===== config.mk =====
export PLATFORM = sky130hd
export DESIGN_NAME = laser_arbiter
export DESIGN_NICKNAME = d
export VERILOG_FILES = /design/src/rtl/laser_pkg.sv /design/src/rtl/trigger_sync.sv /design/src/rtl/laser_arbiter.sv
export SDC_FILE = /design/constraint.sdc
export NUM_CORES = 1
export LEC_CHECK = 0
export CELL_PAD_IN_SITES_DETAIL_PLACEMENT = 1
export CELL_PAD_IN_SITES_GLOBAL_PLACEMENT = 2
export CORE_MARGIN = 2
export CORE_UTILIZATION = 39
export CTS_CLUSTER_SIZE = 30
export DETAILED_ROUTE_END_ITERATION = 8
export PLACE_DENSITY = 0.9
export RECOVER_POWER = 25
export SYNTH_ARGS = -nofsm -noshare
export SYNTH_HDL_FRONTEND = slang
export SYNTH_SLANG_ARGS = --single-unit
export TNS_END_PERCENT = 5

===== constraint.sdc =====
create_clock -name clock -period 2.62 [get_ports clock]
set_clock_uncertainty 0.2 [all_clocks]
set_input_delay 0.786 -clock clock [delete_from_list [all_inputs] [get_ports clock]]
set_output_delay 0.786 -clock clock [all_outputs]
set_load 0.01 [all_outputs]

===== src/rtl/laser_pkg.sv =====
// Shared types and widths for the multi-requester laser arbiter.
package laser_pkg;

  typedef enum logic [1:0] {
    IDLE = 2'd0,
    FIRE = 2'd1,
    COOL = 2'd2
  } state_t;

  localparam int CNT_W  = 32;
  localparam int AMMO_W = 8;

endpackage


===== src/rtl/trigger_sync.sv =====
// Two-flop synchroniser for an asynchronous trigger level, followed by a
// rising-edge detector so a held level yields a single one-cycle pulse.
module trigger_sync (
  input  logic clock,
  input  logic reset,
  input  logic d,
  output logic rise
);

  logic sync_p0, sync_p1, sync_p2;

  always_ff @(posedge clock or posedge reset) begin
    if (reset) begin
      sync_p0 <= 1'b0;
      sync_p1 <= 1'b0;
      sync_p2 <= 1'b0;
    end else begin
      sync_p0 <= d;
      sync_p1 <= sync_p0;
      sync_p2 <= sync_p1;
    end
  end

  assign rise = sync_p1 & ~sync_p2;

endmodule


===== src/rtl/laser_arbiter.sv =====
// Round-robin arbiter sharing one active-low laser between N_REQ requesters,
// each shot being a fixed on-window plus cooldown, with per-requester ammo.
module laser_arbiter
  import laser_pkg::*;
#(
  parameter int N_REQ      = 2,
  parameter int ON_CYCLES  = 100000000,
  parameter int OFF_CYCLES = 100000000,
  parameter int AMMO       = 8
) (
  input  logic                       clock,
  input  logic                       reset,
  input  logic [N_REQ-1:0]           trig,
  input  logic [N_REQ-1:0]           reload,
  output logic                       laser_n,
  output logic [N_REQ-1:0]           grant,
  output logic [$clog2(N_REQ)-1:0]   active_id,
  output logic                       busy,
  output logic [N_REQ-1:0]           ammo_empty
);

  localparam int IDW = $clog2(N_REQ);
  localparam logic [CNT_W-1:0]  ON_LAST   = CNT_W'(ON_CYCLES - 1);
  localparam logic [CNT_W-1:0]  OFF_LAST  = CNT_W'(OFF_CYCLES - 1);
  localparam logic [AMMO_W-1:0] AMMO_FULL = AMMO_W'(AMMO);

  state_t             state, state_nx;
  logic [CNT_W-1:0]   cnt;
  logic [N_REQ-1:0]   rise, pending, has_ammo;
  logic [AMMO_W-1:0]  ammo [N_REQ];
  logic [IDW-1:0]     winner;
  logic               start;

  // First pending requester after 'last', wrapping; lowest distance wins.
  function automatic logic [IDW-1:0] rr_pick(input logic [N_REQ-1:0] req,
                                             input logic [IDW-1:0]   last);
    logic [IDW-1:0] pick;
    int             idx;
    pick = last;
    for (int k = N_REQ; k >= 1; k--) begin
      idx = (int'(last) + k) % N_REQ;
      if (req[IDW'(idx)]) pick = IDW'(idx);
    end
    return pick;
  endfunction

  for (genvar i = 0; i < N_REQ; i++) begin : g_req
    trigger_sync u_sync (
      .clock (clock),
      .reset (reset),
      .d     (trig[i]),
      .rise  (rise[i])
    );
    assign has_ammo[i] = (ammo[i] != '0);
  end

  always_comb begin
    state_nx = state;
    start    = 1'b0;
    winner   = rr_pick(pending, active_id);
    case (state)
      IDLE: if (|pending) begin
        state_nx = FIRE;
        start    = 1'b1;
      end
      FIRE:    if (cnt == ON_LAST)  state_nx = COOL;
      COOL:    if (cnt == OFF_LAST) state_nx = IDLE;
      default: state_nx = IDLE;
    endcase
  end

  always_ff @(posedge clock or posedge reset) begin
    if (reset) begin
      state <= IDLE;
      cnt   <= '0;
    end else begin
      state <= state_nx;
      cnt   <= (state_nx != state || state == IDLE) ? '0 : cnt + CNT_W'(1);
    end
  end

  // A new edge in the grant cycle re-arms the bit the grant just cleared.
  always_ff @(posedge clock or posedge reset) begin
    if (reset) begin
      pending   <= '0;
      active_id <= IDW'(N_REQ - 1);
      for (int i = 0; i < N_REQ; i++) ammo[i] <= AMMO_FULL;
    end else begin
      if (start) active_id <= winner;
      for (int i = 0; i < N_REQ; i++) begin
        if (start && winner == IDW'(i)) pending[i] <= 1'b0;
        if (rise[i] && has_ammo[i])     pending[i] <= 1'b1;
        if (reload[i])
          ammo[i] <= AMMO_FULL;
        else if (start && winner == IDW'(i) && has_ammo[i])
          ammo[i] <= ammo[i] - AMMO_W'(1);
      end
    end
  end

  assign laser_n    = (state != FIRE);
  assign busy       = (state != IDLE);
  assign grant      = (state == FIRE) ? (N_REQ'(1) << active_id) : '0;
  assign ammo_empty = ~has_ammo;

endmodule


==> run_results.csv <==
group,metric,value,unit
synthesis,synth-edff-count,0,
cells_and_area,drive_gt1_share,12.9,%
synthesis,muxShareOfSynthArea,2.49,%
grt,overflow,0,
flow_run,max-cap-violations,0,
cells_and_area,nNetsFinal,356,
clock_tree,cts_tree,"done",
setup_path,path_max_fanout,4,
synthesis,yosys.area.top_type,"dfrtp_1",
synthesis,synth.avg_cell_area,9.43,um2
timing,hold_viol_final,0,
synthesis,synth_nets,336,
synthesis,ys_top_cells_by_count,"dfrtp_1, nor2_1, a21oi_1, o21ai_0, or3_1",
clock_tree,cts_buffers,9,
cells_and_area,multi_input_area,0.00151,mm2
setup_path,ff2ff_path_depth,5,
cells_and_area,fin_util,46.6,%
clock_tree,cts_buffer_depth,2,
synthesis,yosys-top-cells-area,"dfrtp_1, a21oi_1, o21ai_0",
synthesis,synth_simple_gate_area_share,27.9,%
die,dieHeight,92.7,um
synthesis,synth.most_common_cell,"dfrtp_1",
timing,worst_pin_slew,1320,ps
synthesis,synth_compound_area_share,11.6,%
setup_path,required,1630,ps
timing,rsz0062_at_grt,"yes",
grt,grt_usage,18.3,%
die,placeableCoreArea,0.00769,mm2
placed_design,hpwl,4750,um
timing,min_period_over_period,96.8,%
clock_tree,clk_pin_slew,70,ps
die,die-area,0.00858,mm2
timing,tns,0,ps
setup_path,path_class,"flop to primary output",
worst_hold_path,hold_end,"g_req[1].u_sync.sync_p1",
timing,max_freq,394,MHz
setup_path,rr_startpoint,"cnt[0]",
clock_tree,root_buffer,"clkbuf_8",
outcome,status,"completed",
placed_design,port_buffers,12,
setup_path,rrSetupSlack,260,ps
drt,drt_iter0_drc,74,
timing,setup_viol,0,
cells_and_area,syn_to_final_growth,16.9,%
setup_path,cp-end-kind,"primary output",
drt,viasPerCell,5.63,
die,placement_rows,32,
power,p_per_area,671,mW/mm2
drt,route.detailed.drc,0,
synthesis,synth_fa_ha_area_share,2.04,%
timing,final.min_clock_period,2540,ps
drt,finalWirelength,7130,um
cells_and_area,diodes,0,
power,p_leak,1.45,nW
drt,ant_nets,0,
synthesis,ys_ff_latch,59,
grt,grt_max_degree,60,
die,start_util,39.9,%
grt,antenna_found_initial,0,
grt,grt_pass1_wl,12500,um
synthesis,synth_top_family_by_area,"simple AND/OR/NAND/NOR gates",
synthesis,synth_warnings,0,
timing,slew_violations,0,
placed_design,place.gp.congestion,0.743,
clock_tree,ctsHtreeMaxLevel,3,
synthesis,ys.flop_type,"dfrtp_1",
timing,slew_headroom,11.7,%
cells_and_area,fillers,904,
synthesis,synth_xor_area_share,4.00,%
clock_tree,postCtsSetupRepairBufs,0,
die,die_w,92.7,um
power,vdd_drop_max,363,uV
clock_tree,numClockSinks,59,
grt,grt_pass1_vias,2625,
worst_hold_path,hold_start,"g_req[1].u_sync.sync_p0",
drt,wl_per_cell,15.8,um
synthesis,synth_cell_type_count,37,
clock_tree,clk_latency,340,ps
worst_hold_path,holdPathStages,0,
die,ios,13,
setup_path,worst_setup_path_start_kind,"flop",
setup_path,crit_arrival,1550,ps
synthesis,syn-cell-area,0.00307,mm2
cells_and_area,seqCellArea,0.00148,mm2
synthesis,syn-instance-count,325,
setup_path,r2r-end,"cnt[30]",
synthesis,async_flop_share,100,%
drt,drtPass1Iterations,4,
synthesis,yosysTopAreaCellShare,45.7,%
synthesis,seq_area_frac_synth,48.3,%
drt,num_vias,2545,
worst_hold_path,hp-class,"flop to flop",
kinds of logic after synthesis:
| group | Yosys count |
|---|---|
| AND/OR/NAND/NOR | 147 |
| flip-flops | 59 |
| multiplexers | 7 |
| buffers and inverters | 29 |
| AO/OA/AOI/OAI | 64 |
| adder cells (fa/ha/maj) | 5 |
| XOR/XNOR | 14 |
routing by layer:
metal  track usage, %  routed length, um
met3             3.01                155
met1             23.7               3380
met4             9.19                184
met5                0                  0
met2             29.9               3420
power by group:
group          switching [mW]  internal (mW)  leakage, nW
Sequential             0.0989           1.00        0.777
Clock                   0.373          0.533        0.103
Combinational           0.210          0.188        0.566
Total                   0.682           1.72         1.45
through the flow:
stage	power, mW	hold slack, ps	instance area [um2]	setup WS, ps	std cells
3_5_place_dp	1.53	142	3360	51.9	436
5_1_grt	2.53	163	3580	-12.0	452
4_1_cts	2.44	159	3590	2.58	452
3_3_place_gp	1.51	135	3360	138	436
6_report	2.40	153	3580	82.8	452
2_1_floorplan	1.36	131	3070	183	325
final cells by class:
cell class / count / share of cell area, %
Timing Repair Buffer: 24 / 5.66
Clock buffer: 11 / 3.67
Multi-Input combinational cell: 237 / 42.2
Tap cell: 102 / 3.56
Inverter: 14 / 1.47
Sequential cell: 59 / 41.3
Clock inverter: 5 / 2.17
sequential cells by signal (all words and copies together), names as in the netlist:
register and count:
g_req.u_sync.sync_p2 2, ammo 16, g_req.u_sync.sync_p0 2, cnt 32, state 2, g_req.u_sync.sync_p1 2, active_id 1, pending 2
critical path: stages (launching register included):
cell and delay, ps:
dfrtp_1 420, nor4_4 310, and3_1 210, dlygate4sd2_1 270
placed cells by master (no fill, tap or decap), drive strengths merged, types with 9 or more instances in the layout:
master and n:
nand2 15, nand4 9, dfrtp 56, buf 12
clkbuf 11, or3 18, o21ai 26, o31ai 9
nor2 29, nor4 11, inv 13, a21oi 27
or4 13, nand3 11, xnor2 11
what timing repair did:
| item | CTS | global route |
|---|---|---|
| endpoints found under the setup margin | 4 | 2 |
| gates resized for setup | 9 | 1 |
| hold buffers | 0 | 0 |
| pin swaps | 2 | 0 |
| gates cloned | 0 | 0 |
worst max-delay path by stage:
stage                         from             to  slack (ps)  depth (start not counted)
final                      ammo[4]  ammo_empty[1]          80                          3
after global routing       ammo[4]  ammo_empty[1]         -10                          3
after CTS                 state[0]           busy           3                          3
after detailed placement   ammo[4]  ammo_empty[1]          50                          3
after global placement     ammo[4]  ammo_empty[1]         140                          3
after floorplan              reset        ammo[0]         180                          1
No activity file was read; power rests on OpenSTA's default activity.
